--- src/rtl/wb_arb_pkg.sv ---
// Shared types and constants for the two-master Wishbone arbiter.
package wb_arb_pkg;

    // Which master owns the slave bus; IDLE means no owner.
    typedef enum logic [1:0] {
        ST_IDLE = 2'd0,
        ST_GNT0 = 2'd1,
        ST_GNT1 = 2'd2
    } arb_state_e;

    // Wishbone cycle type identifiers.
    localparam logic [2:0] CTI_CLASSIC = 3'b000;
    localparam logic [2:0] CTI_INCR    = 3'b010;
    localparam logic [2:0] CTI_EOB     = 3'b111;

    // Width of the ack watchdog counter.
    localparam int WD_W = 8;

endpackage

--- src/rtl/wb_arb_watchdog.sv ---
// Ack watchdog: counts strobe cycles without ack and flags expiry when the
// count reaches `timeout` (1..255). Expiry and clear both zero the count;
// clear has priority, so an ack on the expiry cycle wins.
module wb_arb_watchdog
    import wb_arb_pkg::*;
#(
    parameter int timeout = 255
) (
    input  logic clk_i,
    input  logic rst_i,
    input  logic clr_i,
    input  logic en_i,
    output logic expire_o
);

    localparam logic [WD_W-1:0] LAST_CNT = WD_W'(timeout - 1);

    logic [WD_W-1:0] cnt_q;
    logic [WD_W-1:0] cnt_d;

    // Expiry fires on the edge where the count would step to `timeout`.
    assign expire_o = en_i && !clr_i && (cnt_q == LAST_CNT);

    // Next count: clear, wrap to zero on expiry, or count a waiting strobe.
    always_comb begin
        cnt_d = cnt_q;
        if (clr_i || expire_o) begin
            cnt_d = '0;
        end else if (en_i) begin
            cnt_d = cnt_q + WD_W'(1);
        end
    end

    // Counter register with synchronous active-low reset.
    always_ff @(posedge clk_i) begin
        if (!rst_i) begin
            cnt_q <= '0;
        end else begin
            cnt_q <= cnt_d;
        end
    end

endmodule

--- src/rtl/wb_arbiter2.sv ---
// Two-master Wishbone arbiter in front of a single RAM slave.
// m0 = instruction fetch, m1 = data. The grant is held for the whole bus
// cycle (cyc high); a watchdog forces release when the slave never acks.
// Optional build macro: WB_ARB_ROUND_ROBIN_EN -- when defined, contention is
// resolved in favour of the master that was not granted last; otherwise m0
// always wins contention.
// Handshake: a master transfer completes on each cycle where its stb and the
// routed ack are both high; cyc frames the whole (possibly burst) cycle.
module wb_arbiter2
    import wb_arb_pkg::*;
#(
    parameter int dat_width = 16,
    parameter int adr_width = 16,
    parameter int timeout   = 255
) (
    input  logic                 clk_i,
    input  logic                 rst_i,
    input  logic                 m0_cyc_i,
    input  logic                 m0_stb_i,
    input  logic                 m0_we_i,
    input  logic [adr_width-1:0] m0_adr_i,
    input  logic [dat_width-1:0] m0_dat_i,
    input  logic [3:0]           m0_sel_i,
    input  logic [2:0]           m0_cti_i,
    output logic [dat_width-1:0] m0_dat_o,
    output logic                 m0_ack_o,
    output logic                 m0_err_o,
    input  logic                 m1_cyc_i,
    input  logic                 m1_stb_i,
    input  logic                 m1_we_i,
    input  logic [adr_width-1:0] m1_adr_i,
    input  logic [dat_width-1:0] m1_dat_i,
    input  logic [3:0]           m1_sel_i,
    input  logic [2:0]           m1_cti_i,
    output logic [dat_width-1:0] m1_dat_o,
    output logic                 m1_ack_o,
    output logic                 m1_err_o,
    output logic                 s_cyc_o,
    output logic                 s_stb_o,
    output logic                 s_we_o,
    output logic [adr_width-1:0] s_adr_o,
    output logic [dat_width-1:0] s_dat_o,
    output logic [3:0]           s_sel_o,
    output logic [2:0]           s_cti_o,
    input  logic [dat_width-1:0] s_dat_i,
    input  logic                 s_ack_i,
    output logic [1:0]           state_o
);

    arb_state_e state_q, state_d;
    logic       last_q, last_d;
    logic       m0_err_q, m0_err_d;
    logic       m1_err_q, m1_err_d;
    logic       wd_clr, wd_en, wd_expire;
    logic       pick_m1;

`ifdef WB_ARB_ROUND_ROBIN_EN
    // Alternate: on contention hand the bus to whoever did not have it last.
    assign pick_m1 = ~last_q;
`else
    // Fixed priority: m0 always wins contention.
    assign pick_m1 = 1'b0;
`endif

    // Watchdog only runs while a grant is held and the slave is stalling.
    assign wd_clr = (state_q == ST_IDLE) || s_ack_i;
    assign wd_en  = s_stb_o && !s_ack_i;

    wb_arb_watchdog #(
        .timeout (timeout)
    ) u_watchdog (
        .clk_i    (clk_i),
        .rst_i    (rst_i),
        .clr_i    (wd_clr),
        .en_i     (wd_en),
        .expire_o (wd_expire)
    );

    // Grant FSM next state, last-granted tracking and timeout error pulses.
    always_comb begin
        state_d  = state_q;
        last_d   = last_q;
        m0_err_d = 1'b0;
        m1_err_d = 1'b0;
        case (state_q)
            ST_IDLE: begin
                if (m0_cyc_i && m1_cyc_i) begin
                    state_d = pick_m1 ? ST_GNT1 : ST_GNT0;
                    last_d  = pick_m1;
                end else if (m0_cyc_i) begin
                    state_d = ST_GNT0;
                    last_d  = 1'b0;
                end else if (m1_cyc_i) begin
                    state_d = ST_GNT1;
                    last_d  = 1'b1;
                end
            end
            ST_GNT0: begin
                if (wd_expire) begin
                    m0_err_d = 1'b1;
                    state_d  = ST_IDLE;
                end else if (!m0_cyc_i) begin
                    state_d = ST_IDLE;
                end
            end
            ST_GNT1: begin
                if (wd_expire) begin
                    m1_err_d = 1'b1;
                    state_d  = ST_IDLE;
                end else if (!m1_cyc_i) begin
                    state_d = ST_IDLE;
                end
            end
            default: state_d = ST_IDLE;
        endcase
    end

    // State, last-granted and error registers; reset aborts any bus cycle.
    always_ff @(posedge clk_i) begin
        if (!rst_i) begin
            state_q  <= ST_IDLE;
            last_q   <= 1'b1;
            m0_err_q <= 1'b0;
            m1_err_q <= 1'b0;
        end else begin
            state_q  <= state_d;
            last_q   <= last_d;
            m0_err_q <= m0_err_d;
            m1_err_q <= m1_err_d;
        end
    end

    // Route the owner's request to the slave and the slave's ack to the owner.
    always_comb begin
        s_cyc_o  = 1'b0;
        s_stb_o  = 1'b0;
        s_we_o   = 1'b0;
        s_adr_o  = m0_adr_i;
        s_dat_o  = m0_dat_i;
        s_sel_o  = m0_sel_i;
        s_cti_o  = m0_cti_i;
        m0_ack_o = 1'b0;
        m1_ack_o = 1'b0;
        case (state_q)
            ST_GNT0: begin
                s_cyc_o  = m0_cyc_i;
                s_stb_o  = m0_stb_i;
                s_we_o   = m0_we_i;
                m0_ack_o = s_ack_i;
            end
            ST_GNT1: begin
                s_cyc_o  = m1_cyc_i;
                s_stb_o  = m1_stb_i;
                s_we_o   = m1_we_i;
                s_adr_o  = m1_adr_i;
                s_dat_o  = m1_dat_i;
                s_sel_o  = m1_sel_i;
                s_cti_o  = m1_cti_i;
                m1_ack_o = s_ack_i;
            end
            default: ;
        endcase
    end

    assign m0_dat_o = s_dat_i;
    assign m1_dat_o = s_dat_i;
    assign m0_err_o = m0_err_q;
    assign m1_err_o = m1_err_q;
    assign state_o  = state_q;

endmodule

--- config.mk ---
export PLATFORM = sky130hd
export DESIGN_NAME = wb_arbiter2
export DESIGN_NICKNAME = d
export VERILOG_FILES = /design/src/rtl/wb_arb_pkg.sv /design/src/rtl/wb_arb_watchdog.sv /design/src/rtl/wb_arbiter2.sv
export SDC_FILE = /design/constraint.sdc
export NUM_CORES = 1
export LEC_CHECK = 0
export CELL_PAD_IN_SITES_DETAIL_PLACEMENT = 1
export CELL_PAD_IN_SITES_GLOBAL_PLACEMENT = 1
export CORE_MARGIN = 5
export CORE_UTILIZATION = 18
export CTS_CLUSTER_DIAMETER = 200
export CTS_CLUSTER_SIZE = 25
export DETAILED_ROUTE_END_ITERATION = 10
export HOLD_SLACK_MARGIN = 0.06
export PLACE_DENSITY = 0.95
export SLEW_MARGIN = 25
export SYNTH_ARGS = -nofsm -noshare
export SYNTH_HDL_FRONTEND = slang
export SYNTH_HIERARCHICAL = 1
export SYNTH_SLANG_ARGS = --single-unit
--- constraint.sdc ---
create_clock -name clk_i -period 4.4 [get_ports clk_i]
set_clock_uncertainty 0.15 [all_clocks]
set_input_delay 0.66 -clock clk_i [delete_from_list [all_inputs] [get_ports clk_i]]
set_output_delay 0.66 -clock clk_i [all_outputs]
set_load 0.05 [all_outputs]
==> impl_results.md, run 1 <==
- Die X: between 90 and 100 µm
- Residual DRC: 0
- Slew Limit Headroom: a little under three fifths
- Die Ht: roughly 100 µm
- Critical Path RT: between 3 and 4 ns
- Synth top area cells: mux2_2, dfxtp_1, buf_4, ha_1, buf_6
- Reg area: 240 µm²
- TritonCTS clock tree: built
- Htree depth: 1
- Ys Warns: 6
- Gp weighted congestion: between 0.7 and 0.8
- Hold_sp: u_watchdog/cnt_q[7]
- Core ar.: around 7800 µm²
- Fin. Hold Viols: 0
- Num ports: 183
- Synth top area share: between 30% and 40%
- Setup TNS: 0 ns
- Vias: about 1500
- Max Root-Sink Buffers: 2
- Final WS setup: between 0.8 and 0.9 ns
- Vias per inst: around 4.2
- Slowest-stage cell, CP: clkdlybuf4s50_1
- Total Wirelength: between 6 and 7 mm
- Reg2Reg Depth: 9
- Antenna violations before repair: 0
- Synth cell count leaders: mux2_2, buf_4, dfxtp_1
- Power Total: approximately 650 µW
- Worst vdd ir: 0.0815 mV
- Nets: ~370
- Total CTS buffers: 3
- Crit-path cells: inv_1, ha_2, buf_4, mux2_2, clkdlybuf4s50_1
- Status: complete, no violations
- Fraction of registers with async set/reset: 0%
- Synth-to-layout area growth: 84.7%
- Hold EP: u_watchdog/cnt_q[7]
- Crit path largest cell delay: between 0.7 and 0.8 ns
- Post-DRT Antenna Nets: 0
- Worst R2R End: state_o[1]
- Pleak: about 0.95 nW
- Root buf cell: clkbuf_8
- R2R Path Start: state_o[0]
- Hpwl dp: between 5 and 6 mm
- Pre-CTS setup slack: between 1 and 1.5 ns
- Cells after synthesis: between 150 and 200
- CP endpoint kind: primary output
- Top FF cell, synth: dfxtp_1
- Hold Path Class: register to register
- Seq/Total Area, Yosys: between 10% and 20%
- Total gr overflow: 0
- Max_cap viols: 0
- CTS resizes: 0
- Layout fillers: slightly below 900
- Reg2reg setup slack: about 1.0 ns
- Global-route wire length before repair: around 9.7 mm
- Number of core rows: 32
- Power density over the cells: around 240 nW/µm²
- Reg clk slew, reported paths: about 0.050 ns
- Footprint of the multi-input gates: 880 µm²
- # diodes: 0
- CP Max Fanout: 22
- Highest clock rate: roughly 280 MHz
- Crit start category: register
- TritonCTS Sinks: 12
- Share of layout cells above drive strength 1: 20.7%
- Vias in the first global route: between 1500 and 2000
- 1st-pass router iterations: 4
- DP Area: about 2600 µm²
- CTS Hold Bufs: 0
- Count of flip-flops with a built-in enable after synthesis: 0
- Hold Path Depth: 2
- Distinct cell type count after synthesis: 35
- #FFs+latches synth: 12
- Final setup viols: 0
- Total GRT Usage: between 10% and 20%
- Worst skew pair latency: roughly 0.24 ns
- Synth Net Count: between 200 and 300
- Port Buffers: roughly 130
- Most numerous cell in the Yosys netlist: mux2_2
- Worst Tran Pin Value: ~0.66 ns
- Starting Density: a little under a fifth
- Syn_area_per_cell: roughly 9.4 µm²
- Unrepaired setup endpoints after global routing: no
- Largest net degree at the start of global routing: 23
- Mapped Area: 1450 µm²
- Die area: around 10000 µm²
- Wire length per cell: approximately 18 µm
- CP Data Arrival Time: about 2.8 ns
- Max-slew violation count: 0
- Post-CTS setup buffers: 0
- Drt initial violations: 26
- Design area: around 2700 µm²
- Crit path kind: register to primary output
- Fin crit period: 3.57 ns
- Largest area contributor in the netlist: mux2_2
- Tcrit/Tclk final: roughly four fifths
where the power goes:
| part | leakage [nW] | internal, mW | switching, mW | total (mW) |
|---|---|---|---|---|
| Sequential | 0.0970 | 0.111 | 0.00333 | 0.115 |
| Clock | 0.0288 | 0.0792 | 0.0427 | 0.122 |
| Combinational | 0.829 | 0.188 | 0.230 | 0.417 |
cells by family after synthesis:
family	count (synthesis)	share of synthesized area (%)
adder cells (fa/ha/maj)	6	5.17
flip-flops	12	16.6
AO/OA/AOI/OAI	18	10.4
multiplexers	39	30.3
buffers and inverters	46	23.0
XOR/XNOR	4	2.41
AND/OR/NAND/NOR	30	12.2
layer usage:
metal,vias to the layer above,global-route usage (%),part of all wire (%)
li1,722,-,-
met1,702,13.3,35
met2,80,22.8,50
met3,8,4.73,13
met4,0,3.15,1.9
met5,-,0,0
registers in the layout (all words and copies together) (netlist names):
register          count
u_watchdog/cnt_q      8
state_o               2
m0_err_o              1
m1_err_o              1
worst max-delay path, delay by kind of cell, from the launching register on:
| kind | cells | cell delay [ns] |
|---|---|---|
| flops | 1 | 0.36 |
| buf+inv | 3 | 1.22 |
| mux | 1 | 0.40 |
| fa+ha+maj | 1 | 0.53 |
worst max-delay path by stage:
stage / startpoint / end / slack [ns] / cells past startpoint
global placement: state_o[0] / s_adr_o[4] / 1.15 / 5
global route: state_o[0] / state_o[1] / 0.71 / 9
CTS: state_o[0] / s_adr_o[4] / 0.80 / 5
detailed placement: state_o[0] / s_adr_o[4] / 1.07 / 5
floorplan: state_o[0] / state_o[1] / 1.05 / 9
finish: state_o[0] / s_adr_o[4] / 0.83 / 5
layout make-up:
| type | instances | share of cell area (%) |
|---|---|---|
| multi-input combinational | 97 | 32.8 |
| inverter | 8 | 1.12 |
| sequential | 12 | 8.96 |
| tap | 102 | 4.76 |
| timing repair buffer | 135 | 50.3 |
| clock buffer | 4 | 2.05 |
cell usage in the layout, fill, tap and decap left out, drive strengths merged:
master         instances
o21ai                  3
clkbuf                 4
ha                     6
nand4                  5
nand4b                 1
o211ai                 1
or2                    1
nand3                  2
nor4                   1
nor2b                  5
buf                    1
and2                   2
xor2                   3
a22oi                  3
a21oi                  4
dfxtp                 12
inv                    8
a311oi                 1
or3                    3
xnor2                  1
nand2                  3
o311ai                 2
mux2                  39
a211oi                 2
clkdlybuf4s50        134
and3                   2
nor2                   5
a22o                   1
a41o                   1
through the flow:
step	hold WS (ns)	cells	utilization, %
6_report	0.389	358	34.3
5_1_grt	0.406	358	34.3
4_1_cts	0.383	358	34.3
3_5_place_dp	0.367	354	33.6
3_3_place_gp	0.334	354	33.6
2_1_floorplan	0.309	155	-
Power figures use the tool's default switching activity.
==> run 2, diff against run 1 <==
CORE_UTILIZATION = 16   (was 18)
PLACE_DENSITY = 0.9   (was 0.95)
clock period = 3.5 ns   (was 4.4 ns; I/O delays follow)
==> run 2 against run 1 <==
Net effect:
- non-clock buffer count increased by 1
- cell count increased by 1.7%
- sequential power increased by 25%
- power increased by 22%
- via count decreased by 0.60%
- hold slack got worse by 0.041 ns
- sequential cell count unchanged
- cell area increased by 0.33%
- critical path type unchanged
- largest cell class unchanged
==> impl_results.md, run 2 (synthesis results as in run 1) <==
- Status: complete, no violations
- Tcrit/Tclk final: approximately 93%
- Worst skew pair latency: 0.24 ns (about the same)
- Crit-path cells: inv_1, ha_2, buf_12, mux2_2, clkdlybuf4s50_1
- Leading cell type in the layout, fill and taps excluded: clkdlybuf4s50_1
- Worst vdd ir: 0.0723 mV (-11%)
- Vias in the first global route: 1681 (-0.059%)
- Vias: 1503 (-0.60%)
- Total Wirelength: 6.70 mm (+2.3%)
- # diodes: 0 (unchanged)
- CP Data Arrival Time: 2.57 ns (-0.19 ns)
- Die X: 105 µm (+5.5%)
- Htree depth: 1 (unchanged)
- Crit path kind: register to primary output
- DP Area: 2650 µm² (+0.86%)
- Gp weighted congestion: 0.827 (+5.4%)
- Pleak: 0.960 nW (+0.55%)
- Wire length per cell: 18.4 µm (+0.57%)
- Die area: 11100 µm² (+11%)
- TritonCTS clock tree: built
- Max-slew violation count: 0 (unchanged)
- Post-DRT Antenna Nets: 0 (unchanged)
- Slew Limit Headroom: 57.2% (+1.7 points)
- Grt met2 use: 20.3% (-2.5 points)
- Hpwl dp: 5.72 mm (+2.8%)
- Max Root-Sink Buffers: 2 (unchanged)
- Routing usage on met3: 5.26% (+0.53 points)
- Critical Path RT: 2.82 ns (-0.77 ns)
- Power Total: 797 µW (+22%)
- CP endpoint kind: primary output
- CTS Hold Bufs: 0 (unchanged)
- Largest reg by FF count: u_watchdog/cnt_q
- Setup TNS: 0 ns (unchanged)
- Non-Filler Instances: 364 (+1.7%)
- Crit start category: register
- Core ar.: 8760 µm² (+12%)
- Number of core rows: 34 (+6.3%)
- Worst Tran Pin Value: 0.636 ns (-0.0247 ns)
- TritonCTS Sinks: 12 (unchanged)
- Final setup viols: 0 (unchanged)
- Synth-to-layout area growth: 85.3%
- Global-route wire length before repair: 10.1 mm (+4.6%)
- Placed Cells: 361 (+2.0%)
- Unrepaired setup endpoints after global routing: no
- CTS resizes: 0 (unchanged)
- Total CTS buffers: 3 (unchanged)
- Layout fillers: 1001 (+13%)
- Met1 GRT Util: 12.9% (-0.36 points)
- Fin crit period: ~3.2 ns
- Nets: 367 (+0.27%)
- Most frequent cells in the layout: clkdlybuf4s50_1, mux2_2, dfxtp_1, inv_1
- 1st-pass router iterations: 4 (unchanged)
- Port Buffers: 134 (unchanged)
- Antenna violations before repair: 0 (unchanged)
- Crit path largest cell delay: 0.73 ns (about the same)
- Reg2reg setup slack: 0.66 ns (-0.38 ns)
- Largest net degree at the start of global routing: 25 (+8.7%)
- Most Used Layer, Global Route: met2
- Root buf cell: clkbuf_8
- Reg area: 240 µm² (unchanged)
- Max reg flops: 8 (unchanged)
- Total GRT Usage: 11.6% (-0.84 points)
- Power density over the cells: 296 nW/µm² (+22%)
- Fin. Hold Viols: 0 (unchanged)
- Max_cap viols: 0 (unchanged)
- CP Max Fanout: 24 (+9.1%)
- Post-CTS setup buffers: 0 (unchanged)
- Final WS setup: 0.252 ns (-0.575 ns)
- Footprint of the multi-input gates: 880 µm² (unchanged)
- Hold Path Class: register to register
- Slowest-stage cell, CP: clkdlybuf4s50_1
- Reg clk slew, reported paths: 0.05 ns (about the same)
- Pre-CTS setup slack: 0.519 ns (-0.550 ns)
- Vias per inst: 4.13 (-2.2%)
- Drt initial violations: 40 (+54%)
- Highest clock rate: approximately 310 MHz
- Num ports: 183 (unchanged)
- Starting Density: 16.6% (-2.0 points)
- Share of layout cells above drive strength 1: 21.5% (+0.78 points)
- Die Ht: 105 µm (+5.5%)
- Design area: 2690 µm² (+0.33%)
- Residual DRC: 0 (unchanged)
- Total gr overflow: 0 (unchanged)
## run 2: layer usage
metal / vias to the layer above / part of all wire (%)
li1: 720 / -
met1: 696 / 40
met2: 84 / 49
met3: 3 / 10
met4: 0 / 0.54
met5: - / 0
## run 2: critical path: cells and delay by family, from the launching register on
kind       cells  cell delay [ns]
fa+ha+maj      1             0.48
mux            1             0.38
flops          1             0.35
buf+inv        3             1.10
## run 2: layout make-up
class                      count  share of cell area [%]
multi-input combinational     97                    32.7
timing repair buffer         136                    50.7
inverter                       8                    1.12
clock buffer                   3                    1.53
tap                          108                    5.02
sequential                    12                    8.93
## run 2: path summary, 6_finish.rpt
kind | from | endpoint | cells after the start
max | state_o[0] | s_adr_o[14] | 5
min | u_watchdog/cnt_q[7] | u_watchdog/cnt_q[7] | 2
max reg2reg | state_o[0] | state_o[1] | 9
min reg2reg | u_watchdog/cnt_q[7] | u_watchdog/cnt_q[7] | 2
## run 2: report_power, final
group          switching, mW  internal, mW
combinational          0.290         0.239
clock                 0.0486        0.0757
sequential           0.00435         0.140
## run 2: stage by stage
step	hold slack (ns)	utilization (%)
after floorplan	0.309	-
after CTS	0.358	30.7
after global routing	0.383	30.7
after global placement	0.328	30.2
final	0.349	30.7
after detailed placement	0.351	30.2
